### src/rtl/bram_frame_ctrl_if.sv
// Signal bundle between the frame controller, its stream neighbours and the block RAM port.
// The master modport is the controller's view; slave is the surrounding environment.
interface bram_frame_ctrl_if #(
    parameter int DW = 16,
    parameter int AW = 11
);
    logic          start;
    logic [AW:0]   frame_len;
    logic          s_valid;
    logic [DW-1:0] s_data;
    logic          s_ready;
    logic          m_valid;
    logic [DW-1:0] m_data;
    logic          m_last;
    logic          m_ready;
    logic          mem_we;
    logic [AW-1:0] mem_addr;
    logic [DW-1:0] mem_din;
    logic [DW-1:0] mem_dout;
    logic          busy;
    logic          done;
    logic          err;

    modport master (
        input  start, frame_len, s_valid, s_data, m_ready, mem_dout,
        output s_ready, m_valid, m_data, m_last, mem_we, mem_addr, mem_din, busy, done, err
    );

    modport slave (
        output start, frame_len, s_valid, s_data, m_ready, mem_dout,
        input  s_ready, m_valid, m_data, m_last, mem_we, mem_addr, mem_din, busy, done, err
    );
endinterface

### src/rtl/bram_frame_ctrl.sv
// Frame controller: fills the block RAM from an input stream, then replays the frame
// from address 0 through a 2-entry skid FIFO that hides the RAM's 1-cycle read latency.
//
// state | meaning
// IDLE  | waiting for a legal start; illegal lengths pulse err
// WRITE | accepting frame words into RAM at wr_ptr
// READ  | issuing RAM reads and draining the output FIFO until the last word
module bram_frame_ctrl #(
    parameter int DW = 16,
    parameter int AW = 11
) (
    input logic               clk,
    input logic               rst_n,
    bram_frame_ctrl_if.master bus
);
    localparam logic [1:0]  IDLE    = 2'd0;
    localparam logic [1:0]  WRITE   = 2'd1;
    localparam logic [1:0]  READ    = 2'd2;
    localparam logic [AW:0] ONE     = {{AW{1'b0}}, 1'b1};
    localparam logic [AW:0] MAX_LEN = {1'b1, {AW{1'b0}}};

    logic [1:0]    state;
    logic [AW:0]   len;
    logic [AW:0]   wr_ptr;
    logic [AW:0]   rd_ptr;
    logic [AW:0]   out_cnt;
    logic [DW-1:0] fifo_mem [2];
    logic          fifo_wsel;
    logic          fifo_rsel;
    logic [1:0]    fifo_cnt;
    logic          inflight;
    logic          done_q;
    logic          err_q;

    logic          wr_fire;
    logic          pop;
    logic          issue;
    logic [2:0]    occ;

    // Occupancy counts words already buffered plus the read in flight, net of this cycle's pop.
    always_comb begin
        wr_fire = (state == WRITE) && bus.s_valid;
        pop     = bus.m_valid && bus.m_ready;
        occ     = {1'b0, fifo_cnt} + {2'b00, inflight} - {2'b00, pop};
        issue   = (state == READ) && (rd_ptr < len) && (occ < 3'd2);
    end

    assign bus.s_ready  = (state == WRITE);
    assign bus.mem_we   = wr_fire;
    assign bus.mem_addr = wr_fire ? wr_ptr[AW-1:0] : (issue ? rd_ptr[AW-1:0] : '0);
    assign bus.mem_din  = wr_fire ? bus.s_data : '0;
    assign bus.m_valid  = (fifo_cnt != 2'd0);
    assign bus.m_data   = bus.m_valid ? fifo_mem[fifo_rsel] : '0;
    assign bus.m_last   = bus.m_valid && (out_cnt == (len - ONE));
    assign bus.busy     = (state != IDLE);
    assign bus.done     = done_q;
    assign bus.err      = err_q;

    always_ff @(posedge clk or negedge rst_n) begin
        if (!rst_n) begin
            state       <= IDLE;
            len         <= '0;
            wr_ptr      <= '0;
            rd_ptr      <= '0;
            out_cnt     <= '0;
            fifo_mem[0] <= '0;
            fifo_mem[1] <= '0;
            fifo_wsel   <= 1'b0;
            fifo_rsel   <= 1'b0;
            fifo_cnt    <= 2'd0;
            inflight    <= 1'b0;
            done_q      <= 1'b0;
            err_q       <= 1'b0;
        end else begin
            done_q <= 1'b0;
            err_q  <= 1'b0;
            case (state)
                IDLE: begin
                    if (bus.start) begin
                        if ((bus.frame_len == '0) || (bus.frame_len > MAX_LEN)) begin
                            err_q <= 1'b1;
                        end else begin
                            len    <= bus.frame_len;
                            wr_ptr <= '0;
                            state  <= WRITE;
                        end
                    end
                end
                WRITE: begin
                    if (wr_fire) begin
                        wr_ptr <= wr_ptr + ONE;
                        if (wr_ptr == (len - ONE)) begin
                            rd_ptr  <= '0;
                            out_cnt <= '0;
                            state   <= READ;
                        end
                    end
                end
                READ: begin
                    if (issue) begin
                        rd_ptr <= rd_ptr + ONE;
                    end
                    if (pop) begin
                        out_cnt <= out_cnt + ONE;
                        if (bus.m_last) begin
                            done_q <= 1'b1;
                            state  <= IDLE;
                        end
                    end
                end
                default: state <= IDLE;
            endcase

            // RAM data appears one cycle after its address; capture it then.
            inflight <= issue;
            if (inflight) begin
                fifo_mem[fifo_wsel] <= bus.mem_dout;
                fifo_wsel           <= ~fifo_wsel;
            end
            if (pop) begin
                fifo_rsel <= ~fifo_rsel;
            end
            fifo_cnt <= fifo_cnt + {1'b0, inflight} - {1'b0, pop};
        end
    end
endmodule

### src/flat_wrapper.sv
// flat-port wrapper written by rule: the top's interface ports become plain ports
module bram_frame_ctrl_flat 
#(
    parameter int DW = 16,
    parameter int AW = 11
)
  (clk, rst_n, bus_start, bus_frame_len, bus_s_valid, bus_s_data, bus_m_ready, bus_mem_dout, bus_s_ready, bus_m_valid, bus_m_data, bus_m_last, bus_mem_we, bus_mem_addr, bus_mem_din, bus_busy, bus_done, bus_err);
  bram_frame_ctrl_if #(.DW(DW), .AW(AW)) bus_i ();
  input logic clk;
  input logic rst_n;
  input wire logic [$bits(bus_i.start)-1:0] bus_start;
  input wire logic [$bits(bus_i.frame_len)-1:0] bus_frame_len;
  input wire logic [$bits(bus_i.s_valid)-1:0] bus_s_valid;
  input wire logic [$bits(bus_i.s_data)-1:0] bus_s_data;
  input wire logic [$bits(bus_i.m_ready)-1:0] bus_m_ready;
  input wire logic [$bits(bus_i.mem_dout)-1:0] bus_mem_dout;
  output wire logic [$bits(bus_i.s_ready)-1:0] bus_s_ready;
  output wire logic [$bits(bus_i.m_valid)-1:0] bus_m_valid;
  output wire logic [$bits(bus_i.m_data)-1:0] bus_m_data;
  output wire logic [$bits(bus_i.m_last)-1:0] bus_m_last;
  output wire logic [$bits(bus_i.mem_we)-1:0] bus_mem_we;
  output wire logic [$bits(bus_i.mem_addr)-1:0] bus_mem_addr;
  output wire logic [$bits(bus_i.mem_din)-1:0] bus_mem_din;
  output wire logic [$bits(bus_i.busy)-1:0] bus_busy;
  output wire logic [$bits(bus_i.done)-1:0] bus_done;
  output wire logic [$bits(bus_i.err)-1:0] bus_err;
  assign bus_i.start = bus_start;
  assign bus_i.frame_len = bus_frame_len;
  assign bus_i.s_valid = bus_s_valid;
  assign bus_i.s_data = bus_s_data;
  assign bus_i.m_ready = bus_m_ready;
  assign bus_i.mem_dout = bus_mem_dout;
  assign bus_s_ready = bus_i.s_ready;
  assign bus_m_valid = bus_i.m_valid;
  assign bus_m_data = bus_i.m_data;
  assign bus_m_last = bus_i.m_last;
  assign bus_mem_we = bus_i.mem_we;
  assign bus_mem_addr = bus_i.mem_addr;
  assign bus_mem_din = bus_i.mem_din;
  assign bus_busy = bus_i.busy;
  assign bus_done = bus_i.done;
  assign bus_err = bus_i.err;
  bram_frame_ctrl #(.DW(DW), .AW(AW)) u_core (.clk(clk), .rst_n(rst_n), .bus(bus_i));
endmodule
### config.mk
export PLATFORM = sky130hd
export DESIGN_NAME = bram_frame_ctrl_flat
export DESIGN_NICKNAME = d
export VERILOG_FILES = /design/src/rtl/bram_frame_ctrl_if.sv /design/src/rtl/bram_frame_ctrl.sv /design/src/flat_wrapper.sv
export SDC_FILE = /design/constraint.sdc
export NUM_CORES = 1
export LEC_CHECK = 0
export CORE_UTILIZATION = 53
export CTS_BUF_LIST = sky130_fd_sc_hd__clkbuf_16
export DETAILED_ROUTE_END_ITERATION = 6
export HOLD_SLACK_MARGIN = 0.02
export MAX_ROUTING_LAYER = met4
export PLACE_DENSITY = 0.78
export SYNTH_ARGS = -nofsm -noshare
export SYNTH_HDL_FRONTEND = slang
export SYNTH_SLANG_ARGS = --single-unit
### constraint.sdc
create_clock -name clk -period 5.7 [get_ports clk]
set_input_delay 0.855 -clock clk [delete_from_list [all_inputs] [get_ports clk]]
set_output_delay 0.855 -clock clk [all_outputs]
set_load 0.05 [all_outputs]
# Yosys cells after proc, flatten, opt, wreduce, memory -nomap -nowiden
# Cells that the tools add are included.
# word_totals
ff_bits	89
latchBits	0
ram_bits	0
rom_bits	0
input_bits	49
out_inout_bits	50
word_cells	94
mem_count	0
# classes
add_sub_neg	8
multipliers	0
div	0
magnitude_cmp	6
eq_ne	11
shift	0
muxes	33
bitwise_logic	5
reduce_logical	18
# ops
op	count
2-to-1 mux 16 bit	6
2-to-1 mux 12 bit	7
case mux 12 bit (2 select lines)	3
adder 12 x 1 -> 12 bit, second input constant	3
bitwise mux 32 bit	1
== test 12 bit	2
2-to-1 mux 11 bit	2
demux 16 bit (select 1 bit)	1
greater-than comparator 12 bit, second input constant	1
logical NOT 12 bit	1
< comparator 12 bit	1
2-to-1 mux 2 bit	6
AND reduction 4 bit	3
subtractor 12 x 1 -> 12 bit, second input constant	1
inequality test 2 x 1 -> 1 bit, second input constant	4
nonzero test 2 bit	4
logical AND 1 bit	6
2-to-1 mux 1 bit	6
inequality test 2 bit, second input constant	3
case mux 2 bit (3 select lines)	1
AND reduction 6 bit	1
greater-or-equal comparator 2 bit, second input constant	2
NOT 1 -> 2 bit	2
adder 2 x 1 -> 3 bit	1
11 further kinds	13

# Logic depth before layout (Yosys ltp)
# Gate-level depths: netlist of run 1.
# logic_depth
word_depth	7
mapped_depth	18
depth_no_buf	16

# Least setup slack after synthesis of run 1
# Ideal clock, no wire load.
# synth_path
kind	reg-to-output
from	reg u_core.fifo_cnt[1]
to	out bus_mem_addr[10]
t_arrival_ns	4.275
t_required_ns	4.845
path_slack_ns	0.570
path_stages_with_launch	18
n_path_buf	2
cell_sequence	dfrtp_1 nor2_1 inv_1 nand2_1 inv_1 ha_1 inv_1 ha_1 fa_1 nor4_1 nor3b_1 o211ai_1 and2_1 clkbuf_1 inv_1 clkbuf_1 nand2_1 o21ai_0
# synth_between
elab_chain_cells	7
word_cells_on_any_way	8
classes_between	add/sub (2); order compare (1); mux (2); reduce/logical (3)
# synth_lines
item	line	source
start: declaration	bram_frame_ctrl.sv:30	logic [1:0] fifo_cnt;
start signal: assignment	bram_frame_ctrl.sv:123	fifo_cnt <= fifo_cnt + {1'b0, inflight} - {1'b0, pop};
nonzero test 2 bit	bram_frame_ctrl.sv:52	assign bus.m_valid = (fifo_cnt != 2'd0);
via bus_m_valid	flat_wrapper.sv:18	output wire logic [$bits(bus_i.m_valid)-1:0] bus_m_valid;
logical AND 1 bit	bram_frame_ctrl.sv:43	pop = bus.m_valid && bus.m_ready;
via u_core.pop	bram_frame_ctrl.sv:36	logic pop;
subtractor 3 x 1 -> 3 bit	bram_frame_ctrl.sv:44	occ = {1'b0, fifo_cnt} + {2'b00, inflight} - {2'b00, pop};
via u_core.occ[1]	bram_frame_ctrl.sv:38	logic [2:0] occ;
< comparator 3 x 2 -> 1 bit	bram_frame_ctrl.sv:45	issue = (state == READ) && (rd_ptr < len) && (occ < 3'd2);
logical AND 1 bit	bram_frame_ctrl.sv:45	
via u_core.issue	bram_frame_ctrl.sv:37	logic issue;
2-to-1 mux 11 bit (2 in series)	bram_frame_ctrl.sv:50	assign bus.mem_addr = wr_fire ? wr_ptr[AW-1:0] : (issue ? rd_ptr[AW-1:0] : '0);
end: declaration	flat_wrapper.sv:22	output wire logic [$bits(bus_i.mem_addr)-1:0] bus_mem_addr;
# The timed path passes the listed nets, and every way through them passes these cells.

# Final worst setup path of run 1
# layout_path
from	in bus_m_ready
to	out bus_mem_addr[9]
# layout_between
elab_chain_cells	6
# layout_lines
item	line	source
start: declaration	flat_wrapper.sv:15	input wire logic [$bits(bus_i.m_ready)-1:0] bus_m_ready;
logical AND 1 bit	bram_frame_ctrl.sv:43	
via u_core.pop	bram_frame_ctrl.sv:36	
subtractor 3 x 1 -> 3 bit	bram_frame_ctrl.sv:44	
via u_core.occ[1]	bram_frame_ctrl.sv:38	
< comparator 3 x 2 -> 1 bit	bram_frame_ctrl.sv:45	
logical AND 1 bit	bram_frame_ctrl.sv:45	
2-to-1 mux 11 bit (2 in series)	bram_frame_ctrl.sv:50	
# The timed path passes the listed nets, and every way through them passes these cells.

==> impl_metrics.py, run 1 <==
metrics = {
    "outcome": {
        "status": "complete, no violations",
    },
    "worst_setup_path": {
        "crit_fanout": 13,
        "worstSetupStartpointType": "input port",
        "worstPathRequired_ns": 4.85,
        "crit_type": "in -> out",
        "cp-end-kind": "output port",
        "arrival_ns": 4.50,
    },
    "drt": {
        "drt_iter0_drc": 336,
        "viasPerCell": 5.84,
        "vias": 4658,
        "postRouteAntennaNets": 0,
        "drt_wl_total_mm": 14.1,
        "route.detailed.drc": 0,
        "wl_per_cell_um": 17.7,
        "detail_route.first_pass.iterations": 5,
    },
    "sta": {
        "slew_violations": 0,
        "timing.final.hold_violations": 0,
        "finalSetupTns_ns": 0,
        "period_share_pct": 94.0,
        "setup_viol": 0,
        "slew_headroom_pct": 25.5,
        "setup_slack_ns": 0.342,
        "clock.fmax_mhz": 187,
        "fin_crit_ns": 5.36,
        "skew_ns": 0.00728,
        "tightestPinTransition_ns": 1.12,
        "rsz0062_at_grt": "no",
    },
    "synth": {
        "ys_seq_area_share_pct": 40.9,
        "synth_warnings": 0,
        "yosys.cell_types.count": 61,
        "synth-edff-count": 0,
        "syn_area_per_cell_sq_um": 9.43,
        "synthArstFlopShare_pct": 100,
        "synth_ff_type": "dfrtp_1",
        "synthCells": 577,
        "syn-num-nets": 644,
        "ys_seq_elements": 89,
        "synth.cell_area_sq_um": 5440,
    },
    "clocking": {
        "cts_buffers": 9,
        "cts_setup_buffers": 0,
        "ctsRootBufferMaster": "clkbuf_16",
        "cts_tree": "done",
        "h-tree-depth": 3,
        "clkTransAtPathRegs_ns": 0.06,
        "ctsHoldBuffers": 0,
        "cts_sinks": 89,
        "post_cts_resized": 0,
        "insertion_delay_ns": 0.34,
        "clockBufferDepth": 2,
    },
    "global_routing": {
        "antenna_found_initial": 0,
        "track_usage_pct": 28.7,
        "grt_max_degree": 90,
        "grt_pass1_vias": 4373,
        "grt_pass1_wl_mm": 22.3,
        "overflow": 0,
    },
    "floorplan": {
        "ios": 99,
        "initial_core_util_pct": 55.2,
        "core_sq_um": 9860,
        "rows": 36,
        "dieArea_sq_um": 10700,
        "chipHeight_um": 103,
        "die_x_um": 103,
    },
    "pwr": {
        "vdd_drop_max_mv": 0.440,
        "total_power_mw": 3.33,
        "power_leakage_nw": 3.06,
        "p_per_area_nw_per_um2": 483,
    },
    "place": {
        "dp_worst_setup_slack_ns": 0.433,
        "portBuffers": 98,
        "gp_congestion": 1.01,
        "hpwl_mm": 10.2,
    },
    "job": {
        "drv_cap": 0,
    },
    "final_layout": {
        "drive_gt1_share_pct": 11.3,
        "antenna_cells": 0,
        "syn2layout_area_growth_pct": 26.8,
        "fill_cells": 736,
        "seq_area_sq_um": 2230,
        "final_nets": 727,
        "multiInputGateArea_sq_um": 2940,
    },
    "hold_path": {
        "hold_path_class": "reg -> reg",
    },
}
==> synthesized netlist by cell type, types with 5 or more instances <==
| master | count | area share (%) |
|---|---|---|
| a21o_1 | 7 | 0.97 |
| a21oi_1 | 20 | 1.8 |
| a22o_1 | 10 | 1.6 |
| and3_1 | 27 | 3.1 |
| clkbuf_1 | 20 | 1.4 |
| dfrtp_1 | 89 | 41 |
| ha_1 | 17 | 3.9 |
| inv_1 | 32 | 2.2 |
| mux2_2 | 32 | 6.6 |
| mux2i_1 | 19 | 3.5 |
| nand2_1 | 54 | 3.7 |
| nand2b_1 | 5 | 0.57 |
| nand3_1 | 18 | 1.7 |
| nand4_1 | 8 | 0.92 |
| nor2_1 | 51 | 3.5 |
| nor3_1 | 6 | 0.55 |
| o21ai_0 | 33 | 3.0 |
| or3_1 | 9 | 1.0 |
| xnor2_1 | 28 | 4.5 |
| xor2_1 | 15 | 2.4 |
==> path summary, 6_finish.rpt <==
kind / from / end / slack (ns) / cells after the start
max in group asynchronous: rst_n / u_core.rd_ptr[0] / 4.26 / 1
min in group asynchronous: rst_n / u_core.fifo_mem[20] / 0.71 / 1
worst max-delay path: bus_m_ready / bus_mem_addr[9] / 0.34 / 15
worst min register to register: u_core.fifo_wsel / u_core.fifo_wsel / 0.49 / 1
worst min-delay path: u_core.fifo_wsel / u_core.fifo_wsel / 0.49 / 1
worst max register to register: u_core.fifo_cnt[1] / u_core.rd_ptr[8] / 1.83 / 14
==> sequential cells by signal, summed over array words and instances (netlist names), 2 cells and up <==
signal	flops
u_core.fifo_cnt	2
u_core.fifo_mem	32
u_core.len	12
u_core.out_cnt	12
u_core.rd_ptr	12
u_core.state	2
u_core.wr_ptr	12
==> layer usage <==
layer | vias up | track usage, % | part of all wire, %
met5 | - | - | 0
met4 | 0 | 10.9 | 2.5
met3 | 31 | 5.17 | 6.9
met2 | 204 | 45.9 | 47
met1 | 2222 | 36.6 | 44
li1 | 2201 | - | -
==> cells by family (layout without fill, tap and decap cells) <==
group	count (synthesis)	count (layout)	share of synthesized area, %
fa+ha+maj	18	18	4.28
buf+inv	63	151	5.04
flops	89	89	40.9
xor+xnor	44	44	7.22
mux	51	51	10.1
compound gates	102	102	12.2
simple gates	210	210	20.2
==> per-stage QoR <==
step | instance area (sq um) | cells | hold slack, ns | utilization, %
2_1_floorplan | 5440 | 577 | 0.461 | -
3_3_place_gp | 6580 | 782 | 0.474 | 66.7
3_5_place_dp | 6580 | 782 | 0.480 | 66.7
4_1_cts | 6900 | 798 | 0.490 | 70.0
5_1_grt | 6900 | 798 | 0.513 | 70.0
6_report | 6900 | 798 | 0.486 | 70.0
==> layout by cell type, fill, tap and decap left out, types with 9 or more instances in the layout <==
master and count:
dfrtp_1 89, clkdlybuf4s50_1 86, nand2_1 54, nor2_1 51, o21ai_0 33, inv_1 32, mux2_2 32, xnor2_1 28
and3_1 27, a21oi_1 20, mux2i_1 19, nand3_1 18, ha_1 17, xor2_1 15, buf_12 11, a22o_1 10
or3_1 9, clkbuf_16 9
==> where the power goes <==
group | internal [mW] | total [mW] | leakage (nW) | switching (mW)
clock network | 0.388 | 0.656 | 0.157 | 0.267
registers | 0.811 | 0.988 | 1.08 | 0.177
logic | 0.709 | 1.69 | 1.83 | 0.978
==> critical path, stage by stage <==
cell and delay, ns:
clkdlybuf4s50_1 0.40, nand2_1 0.14, inv_1 0.06, ha_1 0.27, inv_1 0.04, ha_1 0.18, fa_1 0.47, nor4_1 0.48
nor3b_1 0.24, o211ai_1 0.26, and2_1 0.33, inv_1 0.29, nand2_1 0.11, o21ai_0 0.17, buf_12 0.19
==> final cells by class <==
type	count	area share, %
repair buffers	102	16.2
clock inverters	7	1.43
well taps	133	2.41
inverters	33	1.80
multi-input cells	425	42.6
clock buffers	9	3.26
flip-flops and latches	89	32.3
(Power assumes the default switching activity.)
==> run 2: changes to the inputs <==
--- a/config.mk
+++ b/config.mk
@@ -10,7 +10,8 @@
 export DETAILED_ROUTE_END_ITERATION = 6
 export HOLD_SLACK_MARGIN = 0.02
 export MAX_ROUTING_LAYER = met4
-export PLACE_DENSITY = 0.78
+export PLACE_DENSITY = 0.82
+export SETUP_SLACK_MARGIN = 0.5
 export SYNTH_ARGS = -nofsm -noshare
 export SYNTH_HDL_FRONTEND = slang
 export SYNTH_SLANG_ARGS = --single-unit
==> impl_metrics.py, run 2 (same netlist as run 1, synthesis figures left out) <==
metrics = {
    "outcome": {
        "status": "complete, no violations",
    },
    "global_routing": {
        "track_usage_pct": 29.2,
        "grt_pass1_vias": 4662,
        "grt_pass1_wl_mm": 22.7,
        "grt_max_degree": 53,
        "overflow": 0,
        "antenna_found_initial": 0,
    },
    "sta": {
        "clock.fmax_mhz": 197,
        "rsz0062_at_grt": "no",
        "fin_crit_ns": 5.07,
        "slew_headroom_pct": 37.6,
        "setup_viol": 0,
        "skew_ns": 0.00823,
        "timing.final.hold_violations": 0,
        "finalSetupTns_ns": 0,
        "period_share_pct": 88.9,
        "slew_violations": 0,
        "tightestPinTransition_ns": 0.936,
    },
    "worst_setup_path": {
        "crit_family": "simple AND/OR/NAND/NOR gates",
        "cpMaxStageDelayCell": "fa_1",
        "worstSetupStartpointType": "input port",
        "path_buf_inv": 5,
        "arrival_ns": 4.21,
        "worstPathRequired_ns": 4.85,
        "max_stage_delay_ns": 0.50,
        "crit_type": "in -> out",
        "crit_fanout": 13,
        "cp-end-kind": "output port",
        "crit_chain": "clkdlybuf4s50_1, nand2_1, inv_1, ha_1, inv_1, ha_1, fa_1, nor4_4, nor3b_1, o211ai_1, and2_1, inv_4, nand2_1, o21ai_0, buf_12",
    },
    "place": {
        "hpwl_mm": 10.6,
        "portBuffers": 98,
        "gp_congestion": 0.947,
    },
    "floorplan": {
        "ios": 99,
        "dieArea_sq_um": 10700,
        "rows": 36,
        "chipHeight_um": 103,
        "initial_core_util_pct": 55.2,
        "die_x_um": 103,
        "core_sq_um": 9860,
    },
    "final_layout": {
        "layout_common_cells": "dfrtp_1, clkdlybuf4s50_1, nand2_1",
        "regMostFlops": "u_core.fifo_mem",
        "drive_gt1_share_pct": 11.7,
        "fill_cells": 729,
        "syn2layout_area_growth_pct": 27.0,
        "layout_commonest_cell": "dfrtp_1",
        "largest_reg_flops": 32,
        "final_nets": 730,
        "antenna_cells": 0,
    },
    "pwr": {
        "p_int_mw": 1.90,
        "switching_share_pct": 43.1,
        "p_seq_share_pct": 29.4,
        "clkPwrFrac_pct": 17.9,
        "total_power_mw": 3.34,
        "pwr-share-comb_pct": 52.7,
        "power_leakage_nw": 3.07,
        "p_per_area_nw_per_um2": 483,
        "vdd_drop_max_mv": 0.601,
        "p_switching_mw": 1.44,
    },
    "drt": {
        "wl_per_cell_um": 18.0,
        "viasPerCell": 5.91,
        "postRouteAntennaNets": 0,
        "drt_iter0_drc": 204,
        "route.detailed.drc": 0,
        "detail_route.first_pass.iterations": 5,
        "drt_wl_total_mm": 14.4,
        "vias": 4735,
    },
    "clocking": {
        "ctsRootBufferMaster": "clkbuf_16",
        "ctsHoldBuffers": 0,
        "cts_sinks": 89,
        "cts_tree": "done",
        "clockBufferDepth": 2,
        "clkTransAtPathRegs_ns": 0.06,
        "h-tree-depth": 3,
        "insertion_delay_ns": 0.34,
        "cts_buffers": 9,
    },
    "hold_path": {
        "hold_path_class": "in -> async",
    },
    "job": {
        "drv_cap": 0,
    },
}
run 2: power groups by stage:
stage	clock network, mW	logic (mW)	registers, mW
floorplan	0	1.19	0.915
global placement	0	1.65	0.978
detailed placement	0	1.69	0.991
CTS	0.600	1.71	0.981
global route	0.624	1.88	1.01
finish	0.598	1.76	0.982
run 2: worst paths after layout:
kind / startpoint / endpoint / slack (ns) / cells past startpoint
worst min register to register: u_core.fifo_wsel / u_core.fifo_wsel / 0.49 / 1
worst max register to register: u_core.fifo_cnt[1] / u_core.rd_ptr[10] / 1.95 / 15
max in group asynchronous: rst_n / u_core.wr_ptr[0] / 4.22 / 2
min in group clk: u_core.fifo_wsel / u_core.fifo_wsel / 0.49 / 1
worst max-delay path: bus_m_ready / bus_mem_addr[9] / 0.63 / 15
worst min-delay path: rst_n / u_core.fifo_mem[17] / 0.47 / 1
run 2: what timing repair did:
item                                   in CTS  in global routing
setup endpoints to repair                  11                 11
buffers inserted                            0                  2
endpoints found under the hold margin       0                  0
gates resized for setup                     2                  2
run 2: layer usage:
metal	wire, um	GRT usage (%)	vias up
met5	0	-	-
met4	370	12.5	0
met3	986	4.50	32
met2	6920	48.3	178
met1	6100	35.8	2317
li1	-	-	2208
run 2: final cells by class:
| class | count | area (sq um) | area share [%] |
|---|---|---|---|
| Multi-Input combinational cell | 425 | 2960 | 42.8 |
| Sequential cell | 89 | 2230 | 32.2 |
| Timing Repair Buffer | 105 | 1140 | 16.5 |
| Clock buffer | 9 | 225 | 3.26 |
| Tap cell | 133 | 166 | 2.41 |
| Inverter | 33 | 126 | 1.83 |
| Clock inverter | 7 | 68.8 | 0.996 |
run 2: per-stage QoR:
step                      setup WS [ns]  util (%)  hold slack [ns]  instance area (sq um)  cells
final                             0.633      70.1            0.467                   6910    801
after global routing              0.502      70.1            0.506                   6910    801
after CTS                         0.546      69.8            0.479                   6880    799
after detailed placement          0.375      66.7            0.481                   6580    783
after global placement            0.529      66.7            0.474                   6580    783
after floorplan                   0.570         -            0.461                   5440    577
